## src/rtl/uart_type_split.sv

```systemverilog
// Transmit-side framer for the typed UART link.
// Wraps a payload stream as HEAD0, HEAD1, TYPE, LEN, payload, CSUM and hands
// bytes to the UART TX core through a registered valid/ready output stage.
module uart_type_split #(
  parameter logic [7:0] HEAD0 = 8'h55,
  parameter logic [7:0] HEAD1 = 8'hAA
) (
  input  logic       i_clk,
  input  logic       i_rst,
  input  logic       i_start_valid,
  output logic       o_start_ready,
  input  logic [7:0] i_type,
  input  logic [7:0] i_len,
  input  logic [7:0] i_data,
  input  logic       i_data_valid,
  output logic       o_data_ready,
  output logic [7:0] o_tx_data,
  output logic       o_tx_valid,
  input  logic       i_tx_ready,
  output logic       o_busy,
  output logic       o_done
);

  typedef enum logic [2:0] {
    S_IDLE,
    S_HEAD0,
    S_HEAD1,
    S_TYPE,
    S_LEN,
    S_PAYLOAD,
    S_CSUM,
    S_WAIT_LAST
  } state_t;

  state_t     state;
  state_t     state_nxt;

  logic [7:0] type_q;
  logic [7:0] len_q;
  logic [7:0] csum_q;
  logic [7:0] cnt_q;

  logic       load_ok;
  logic       start_hs;
  logic       pay_hs;
  logic       last_hs;
  logic       load_en;
  logic [7:0] load_byte;
  logic       csum_add;

  // State register with synchronous active-low reset
  always_ff @(posedge i_clk) begin
    if (!i_rst) state <= S_IDLE;
    else        state <= state_nxt;
  end

  // Next-state logic: each header/CSUM state advances once its byte is loaded
  always_comb begin
    state_nxt = state;
    unique case (state)
      S_IDLE:      if (start_hs) state_nxt = S_HEAD0;
      S_HEAD0:     if (load_ok)  state_nxt = S_HEAD1;
      S_HEAD1:     if (load_ok)  state_nxt = S_TYPE;
      S_TYPE:      if (load_ok)  state_nxt = S_LEN;
      S_LEN:       if (load_ok)  state_nxt = (len_q == 8'd0) ? S_CSUM : S_PAYLOAD;
      // counter holds bytes still to send, so 1 here means this is the last one
      S_PAYLOAD:   if (pay_hs && (cnt_q == 8'd1)) state_nxt = S_CSUM;
      S_CSUM:      if (load_ok)  state_nxt = S_WAIT_LAST;
      S_WAIT_LAST: if (last_hs)  state_nxt = S_IDLE;
      default:                   state_nxt = S_IDLE;
    endcase
  end

  // Output/control decode: handshakes, which byte to load, checksum enable
  always_comb begin
    load_ok       = !o_tx_valid || i_tx_ready;
    o_start_ready = (state == S_IDLE) && i_rst;
    o_data_ready  = (state == S_PAYLOAD) && load_ok;
    start_hs      = i_start_valid && o_start_ready;
    pay_hs        = o_data_ready && i_data_valid;
    last_hs       = (state == S_WAIT_LAST) && o_tx_valid && i_tx_ready;
    load_en       = 1'b0;
    load_byte     = '0;
    csum_add      = 1'b0;
    unique case (state)
      S_HEAD0: begin
        load_en   = load_ok;
        load_byte = HEAD0;
      end
      S_HEAD1: begin
        load_en   = load_ok;
        load_byte = HEAD1;
      end
      S_TYPE: begin
        load_en   = load_ok;
        load_byte = type_q;
        csum_add  = load_ok;
      end
      S_LEN: begin
        load_en   = load_ok;
        load_byte = len_q;
        csum_add  = load_ok;
      end
      S_PAYLOAD: begin
        load_en   = pay_hs;
        load_byte = i_data;
        csum_add  = pay_hs;
      end
      S_CSUM: begin
        load_en   = load_ok;
        load_byte = csum_q;
      end
      default: ;
    endcase
  end

  // Datapath: request latch, checksum/counter, output register, busy/done
  always_ff @(posedge i_clk) begin
    if (!i_rst) begin
      type_q     <= '0;
      len_q      <= '0;
      csum_q     <= '0;
      cnt_q      <= '0;
      o_tx_data  <= '0;
      o_tx_valid <= 1'b0;
      o_busy     <= 1'b0;
      o_done     <= 1'b0;
    end else begin
      if (start_hs) begin
        type_q <= i_type;
        len_q  <= i_len;
        csum_q <= '0;
        cnt_q  <= i_len;
        o_busy <= 1'b1;
      end
      if (csum_add) csum_q <= csum_q + load_byte;
      if (pay_hs)   cnt_q  <= cnt_q - 8'd1;
      if (load_en) begin
        o_tx_data  <= load_byte;
        o_tx_valid <= 1'b1;
      end else if (i_tx_ready) begin
        o_tx_valid <= 1'b0;
      end
      o_done <= last_hs;
      if (last_hs) o_busy <= 1'b0;
    end
  end

endmodule

```

## config.mk

```make
export PLATFORM = sky130hd
export DESIGN_NAME = uart_type_split
export DESIGN_NICKNAME = d
export VERILOG_FILES = /design/src/rtl/uart_type_split.sv
export SDC_FILE = /design/constraint.sdc
export NUM_CORES = 1
export LEC_CHECK = 0
export ABC_AREA = 1
export CORE_MARGIN = 2
export CORE_UTILIZATION = 40
export DETAILED_ROUTE_END_ITERATION = 16
export SYNTH_ARGS = -nofsm -noshare
export SYNTH_HDL_FRONTEND = slang
export SYNTH_SLANG_ARGS = --single-unit
```

## constraint.sdc

```tcl
create_clock -name i_clk -period 4.7 [get_ports i_clk]
set_input_delay 0.705 -clock i_clk [delete_from_list [all_inputs] [get_ports i_clk]]
set_output_delay 0.705 -clock i_clk [all_outputs]
set_load 0.005 [all_outputs]
```

# Yosys cells after proc, flatten, opt, wreduce, memory -nomap -nowiden
# Index checks and enable logic that the tools add are counted.
# W data, S select, Z words.
dict set report classes {
  addsub 2
  eq_ne 16
  muxes 19
  bitwise_logic 1
  n_reduce_logical 18
}
# cell count
set op_table {}
lappend op_table {{$pmux W8 S6} 1}
lappend op_table {{$mux W8} 4}
lappend op_table {{$mux W3} 8}
lappend op_table {{$pmux W3 S8} 1}
lappend op_table {{$ne A2 B2 Y1 const B} 8}
lappend op_table {{$eq A3 B3 Y1 const B} 4}
lappend op_table {{$add A8 B8 Y8} 1}
lappend op_table {{$eq A8 B1 Y1 const B} 1}
lappend op_table {{$logic_not A8 Y1} 1}
lappend op_table {{$reduce_and A8 Y1} 1}
lappend op_table {{$sub A8 B1 Y8 const B} 1}
lappend op_table {{$logic_and A1 B1 Y1} 7}
lappend op_table {{$eq A3 B2 Y1 const B} 2}
lappend op_table {{$reduce_bool A2 Y1} 3}
lappend op_table {{$reduce_or A5 Y1} 1}
lappend op_table {{$pmux W1 S2} 2}
lappend op_table {{$reduce_or A2 Y1} 2}
lappend op_table {{$eq A3 B1 Y1 const B} 1}
lappend op_table {{$logic_not A3 Y1} 1}
lappend op_table {{$mux W1} 2}
lappend op_table {{$mux W2} 1}
lappend op_table {{$logic_not A1 Y1} 1}
lappend op_table {{$logic_or A1 B1 Y1} 1}
lappend op_table {{$not A1 Y1} 1}
dict set report totals {
  regBits 46
  inputBits 29
  word_cells 65
}

# Longest topological paths before layout
# Gate-level depths: netlist (run 1).
dict set report logic_depth {
  ltp_word 7
  mapped_depth 19
}

# Worst setup path before layout (run 1)
# Ideal clock, no wire load.
dict set report synth_path {
  path_kind {input to register}
  start {input port i_data[0]}
  end {register csum_q[6]}
  arrival_time_ns 2.222
  slack_ns 2.346
  path_stages 11
  cell_sequence {nand2_1 > nand2_1 > nor4_1 > inv_1 > ha_1 > fa_1 > nand4_1 > nand3_1 > or2_2 > nand3_1 > a21oi_1}
}
dict set report synth_via {
  elab_chain_len 3
}
# item line_no
set synth_lines {}
lappend synth_lines {{start, declared} 14} ;# input logic [7:0] i_data,
lappend synth_lines {{$pmux W8 S6} 85} ;# unique case (state)
lappend synth_lines {{via load_byte[0]} 48} ;# logic [7:0] load_byte;
lappend synth_lines {{$add A8 B8 Y8} 136} ;# if (csum_add) csum_q <= csum_q + load_byte;
lappend synth_lines {{$mux W8} 136}
lappend synth_lines {{end signal, assigned} 136}
lappend synth_lines {{end, declared} 40} ;# logic [7:0] csum_q;
# The timed path passes the listed nets, and every way through them passes these cells.
# A chain may end at the register's enable or synchronous reset.

# Worst setup path in the final report (run 1)
dict set report layout_path {
  start {input port i_rst}
  end {output port o_start_ready}
}
dict set report layout_via {
  elab_chain_len 1
}
# item line_no
set layout_lines {}
lappend layout_lines {{start, declared} 9} ;# input logic i_rst,
lappend layout_lines {{$logic_and A1 B1 Y1} 77} ;# o_start_ready = (state == S_IDLE) && i_rst;
lappend layout_lines {{end, declared} 11} ;# output logic o_start_ready,
# No other way between the ends.

==> impl_metrics.env, run 1 <==
export IMPL_status="completed"
export IMPL_start_util=0.416
export IMPL_synth_fa_ha_area_frac=0.0503
export IMPL_gp_congestion=0.873
export IMPL_grt_usage=0.185
export IMPL_hold_viol=0
export IMPL_die_h_um=85.2
export IMPL_ir_worst_vdd_mv=0.178
export IMPL_num_vias=2512
export IMPL_worstSetupPathType="primary input to output pin"
export IMPL_antenna_left=0
export IMPL_nets=471
export IMPL_yosys_warnings=0
export IMPL_ys_seq_elements=46
export IMPL_synth_top_family_by_area="simple AND/OR/NAND/NOR gates"
export IMPL_ys_seq_area_frac=0.349
export IMPL_period_share=0.617
export IMPL_ys_types=37
export IMPL_clk_latency_ps=310
export IMPL_drtPass1Iterations=4
export IMPL_rsz0062_at_grt="false"
export IMPL_finalInstanceArea_mm2=0.00319
export IMPL_cp_slowest_cell="clkdlybuf4s50_1"
export IMPL_synth_simple_area_share=0.326
export IMPL_cp_arrival_ps=2200
export IMPL_core_area_mm2=0.00635
export IMPL_portBuffers=41
export IMPL_grt_overflow=0
export IMPL_p_switching_w=0.000513
export IMPL_worst_slack_ps=1800
export IMPL_cts_root_buffer="clkbuf_8"
export IMPL_clock_skew_ps=5.93
export IMPL_synthTopCellsByArea="dfxtp_1, nand2_1, inv_1, a21oi_1, nor2_1"
export IMPL_cts_setup_buffers=0
export IMPL_syn_inst=392
export IMPL_grt_max_degree=29
export IMPL_antenna_found_initial=0
export IMPL_grt_pass1_vias=2253
export IMPL_worstPathRequired_ps=3990
export IMPL_powerDensity_mw_per_mm2=414
export IMPL_swShare=0.389
export IMPL_cts_htree_levels=2
export IMPL_drt_iter0_drc=101
export IMPL_hold_buffers=0
export IMPL_place_ws_ps=1740
export IMPL_power_internal_w=0.000807
export IMPL_setup_violations=0
export IMPL_cts_buffer_depth=2
export IMPL_hp_class="flip-flop to flip-flop"
export IMPL_pwr_share_seq=0.396
export IMPL_fmax_ghz=0.345
export IMPL_cap_violations=0
export IMPL_maxSlewViolCount=0
export IMPL_cts_tree="yes"
export IMPL_p_comb_frac=0.413
export IMPL_synth_xor_area_frac=0.0133
export IMPL_synth_main_ff_cell="dfxtp_1"
export IMPL_synth_edf_count=0
export IMPL_numCtsBuffers=5
export IMPL_crit_top_cell="clkdlybuf4s50_1"
export IMPL_period_minus_slack_ps=2900
export IMPL_grt_first_pass_wirelength_mm=10.7
export IMPL_leakage_nw=1.45
export IMPL_syn_nets=431
export IMPL_worst_slew_pin_slew_ps=443
export IMPL_post_cts_resized=0
export IMPL_die_w_um=85.2
export IMPL_tns_ps=0
export IMPL_synth_area_per_cell_um2=6.73
export IMPL_dieArea_mm2=0.00726
export IMPL_maxSlewHeadroom=0.704
export IMPL_cp_cell_sequence="clkdlybuf4s50_1 > buf_4 > inv_1 > nor2_4 > clkdlybuf4s50_1"
export IMPL_netlist_area_mm2=0.00264
export IMPL_crit_fanout=24
export IMPL_synth_common_cells="nand2_1, inv_1, dfxtp_1"
export IMPL_crit_path_max_incr_delay_ps=510
export IMPL_cpLargestDelayFamily="buffers and inverters"
export IMPL_yosysMostFrequentCell="nand2_1"
export IMPL_ios=42
export IMPL_drive_gt1_frac=0.0739
export IMPL_rows=29
export IMPL_cp_end_kind="output pin"
export IMPL_path_clk_slew_ps=90
export IMPL_clock_sinks=46
export IMPL_start_kind="primary input"
export IMPL_yosys_area_top_type="dfxtp_1"
export IMPL_hpwl_mm=4.98
export IMPL_post_dp_cell_area_mm2=0.00310
export IMPL_routed_wirelength_mm=6.61
export IMPL_async_reset_ff_frac=0
export IMPL_diodes=0
export IMPL_drc=0
export IMPL_synth_top_area_share=0.349
export IMPL_synth_area_mux_share=0
export IMPL_avgViaCountPerCell=4.93
export IMPL_area_delta_synth_final_pct=20.8
export IMPL_power_frac_clock=0.190
export IMPL_wire_per_inst_um=13.0
export IMPL_synth_compound_area_frac=0.146
export IMPL_path_buf_inv=4
==> worst reg2reg max path, stage by stage, from the launching register on <==
cell and delay [ps]:
dfxtp_1 600, nor2_1 200, inv_1 160, nor2_1 70, nor4_1 360, inv_1 90
ha_1 220, fa_1 410, nand4_1 110, nand3_1 90, or2_2 270, nand3_1 70
a21oi_1 60
==> power by group through the flow <==
stage	combinational [W]	sequential [W]	clock (W)
after detailed placement	0.000544	0.000531	0
final	0.000545	0.000523	0.000251
after CTS	0.000546	0.000523	0.000253
after global placement	0.000544	0.000532	0
after floorplan	0.000380	0.000516	0
after global routing	0.000610	0.000534	0.000268
==> cells by family after synthesis <==
family / after synthesis
simple gates: 188
buf+inv: 73
fa+ha+maj: 10
xor+xnor: 4
flops: 46
compound gates: 71
==> per-layer routing <==
metal	vias to the layer above	global-route usage	share of wire
met1	1123	0.260	0.50
met3	6	0.0331	0.036
met2	49	0.288	0.45
li1	1334	-	-
met4	0	0.0563	0.012
met5	-	0	0
==> per-stage QoR <==
step,hold WS [ps],utilization,instances,total power [W]
global placement,442,0.488,502,0.00108
finish,461,0.502,510,0.00132
detailed placement,446,0.488,502,0.00107
global route,497,0.502,510,0.00141
CTS,462,0.502,510,0.00132
floorplan,425,-,392,0.000895
==> final cells by class <==
type	count	area, µm²
Timing Repair Buffer	43	425
Fill cell	664	3160
Inverter	63	241
Multi-Input combinational cell	273	1410
Tap cell	77	96.3
Sequential cell	46	921
Clock inverter	3	21.3
Clock buffer	5	68.8
==> path summary, 6_finish.rpt <==
kind                  from            end  slack [ps]  depth (start not counted)
hold reg to reg     o_busy         o_busy         460                          2
hold / removal      o_busy         o_busy         460                          2
setup / recovery     i_rst  o_start_ready        1800                          5
setup reg to reg  state[2]      csum_q[6]        1900                         12
==> flip-flops by register name, summed over array words and instances, names as in the netlist <==
| signal | count |
|---|---|
| state | 3 |
| csum_q | 8 |
| o_done | 1 |
| o_tx_data | 8 |
| o_busy | 1 |
| type_q | 8 |
| len_q | 8 |
| cnt_q | 8 |
| o_tx_valid | 1 |
==> cells in the final DEF (no fill, tap or decap), types with 2 or more instances in the layout <==
master / count
nand2_4: 2
nand3_1: 22
o21ai_0: 21
nand4_1: 7
o211ai_1: 2
nor2_4: 3
o21ai_1: 3
inv_1: 59
nor3_1: 3
or2_2: 4
ha_1: 9
dfxtp_1: 46
nand2_2: 4
buf_4: 2
nand3b_1: 2
clkdlybuf4s50_1: 41
a21oi_1: 37
inv_2: 3
nor4_1: 5
nand2_1: 93
nor2_1: 40
a31oi_1: 2
xor2_1: 3
clkbuf_8: 5
Power figures use the tool's default switching activity.
==> run 2, diff against run 1 <==
==> constraint.sdc (replaced) <==
create_clock -name i_clk -period 2.9 [get_ports i_clk]
set_input_delay 0.435 -clock i_clk [delete_from_list [all_inputs] [get_ports i_clk]]
set_output_delay 0.435 -clock i_clk [all_outputs]
set_load 0.005 [all_outputs]
==> impl_metrics.env, run 2 (synthesized netlist as in run 1, its figures left out) <==
export IMPL_status="completed"
export IMPL_worst_slew_pin_slew_ps=405
export IMPL_drive_gt1_frac=0.0851
export IMPL_die_w_um=85.2
export IMPL_rsz0062_at_grt="false"
export IMPL_gp_congestion=0.921
export IMPL_hp_class="flip-flop to flip-flop"
export IMPL_cp_cell_sequence="nor2_1 > inv_1 > nor2_1 > inv_1 > nand2_1 > nor4_1 > inv_1 > ha_1 > fa_1 > nand4_1 > nand3_1 > or2_2 > nand3_1 > a21oi_1"
export IMPL_core_area_mm2=0.00635
export IMPL_setup_violations=0
export IMPL_drt_iter0_drc=143
export IMPL_maxSlewViolCount=0
export IMPL_start_util=0.416
export IMPL_hold_viol=0
export IMPL_avgViaCountPerCell=4.95
export IMPL_cts_htree_levels=2
export IMPL_clk_latency_ps=310
export IMPL_clock_sinks=46
export IMPL_wire_per_inst_um=13.2
export IMPL_cts_tree="yes"
export IMPL_maxSlewHeadroom=0.729
export IMPL_worstPathRequired_ps=3100
export IMPL_antenna_found_initial=0
export IMPL_worstRegToRegCells=14
export IMPL_cap_violations=0
export IMPL_antenna_left=0
export IMPL_hpwl_mm=5.12
export IMPL_grt_max_degree=29
export IMPL_leakage_nw=1.47
export IMPL_portBuffers=41
export IMPL_num_vias=2535
export IMPL_crit_path_max_incr_delay_ps=490
export IMPL_grt_first_pass_wirelength_mm=11.2
export IMPL_crit_top_cell="inv_1"
export IMPL_finalInstanceArea_mm2=0.00324
export IMPL_dieArea_mm2=0.00726
export IMPL_area_delta_synth_final_pct=22.6
export IMPL_powerDensity_mw_per_mm2=692
export IMPL_rows=29
export IMPL_hold_buffers=0
export IMPL_routed_wirelength_mm=6.76
export IMPL_start_kind="flip-flop"
export IMPL_nets=473
export IMPL_period_share=0.897
export IMPL_grt_pass1_vias=2352
export IMPL_tns_ps=0
export IMPL_cts_buffer_depth=2
export IMPL_post_cts_resized=0
export IMPL_drc=0
export IMPL_ios=42
export IMPL_period_minus_slack_ps=2600
export IMPL_cp_slowest_cell="dfxtp_1"
export IMPL_numCtsBuffers=5
export IMPL_nFillCells=663
export IMPL_cts_setup_buffers=0
export IMPL_crit_fanout=6
export IMPL_cts_root_buffer="clkbuf_8"
export IMPL_drtPass1Iterations=5
export IMPL_grt_overflow=0
export IMPL_hold_depth=2
export IMPL_post_dp_cell_area_mm2=0.00311
export IMPL_ir_worst_vdd_mv=0.313
export IMPL_final_cell_mix="nand2_1, inv_1, dfxtp_1"
export IMPL_die_h_um=85.2
export IMPL_fmax_ghz=0.385
export IMPL_path_clk_slew_ps=100
export IMPL_grt_usage=0.193
export IMPL_cp_arrival_ps=2800
export IMPL_cp_end_kind="flip-flop"
export IMPL_clock_skew_ps=8.86
export IMPL_layout_commonest_cell="nand2_1"
export IMPL_diodes=0
export IMPL_worstSetupPathType="flip-flop to flip-flop"
==> run 2: cell type report <==
type,instances,area [µm²],area share
sequential,46,922,0.285
multi-input combinational,273,1420,0.439
clock buffer,5,68.8,0.0213
tap,77,96.3,0.0298
inverter,63,241,0.0746
clock inverter,3,45.0,0.0139
timing repair buffer,45,440,0.136
==> run 2: layer usage <==
metal / share of wire / global-route usage
met1: 0.49 / 0.272
met2: 0.46 / 0.305
met3: 0.044 / 0.0409
met4: 0.0055 / 0.0433
met5: 0 / 0
==> run 2: power by group <==
| group | internal, W | total (W) | switching, W |
|---|---|---|---|
| Clock | 0.000257 | 0.000492 | 0.000236 |
| Combinational | 0.000386 | 0.000891 | 0.000505 |
| Sequential | 0.000758 | 0.000856 | 0.0000975 |
| Total | 0.00140 | 0.00224 | 0.000838 |
==> run 2: final timing paths <==
check                               from   endpoint  slack [ps]
worst max-delay path            state[1]  csum_q[6]         300
worst max register to register  state[1]  csum_q[6]         300
worst min register to register    o_busy     o_busy         460
worst min-delay path              o_busy     o_busy         460
==> run 2: critical path, delay by kind of cell (launching register included) <==
family	cells	cell delay, ps
simple gates	8	1080
fa+ha+maj	2	620
flops	1	490
buf+inv	3	260
compound gates	1	60
==> run 2: stage by stage <==
stage	setup slack [ps]	cells	power (W)	util	hold slack, ps
6_report	300	512	0.00224	0.510	456
5_1_grt	62.2	512	0.00241	0.510	477
4_1_cts	124	512	0.00225	0.508	457
3_5_place_dp	127	504	0.00175	0.490	444
3_3_place_gp	144	504	0.00175	0.490	443
2_1_floorplan	589	392	0.00145	-	425
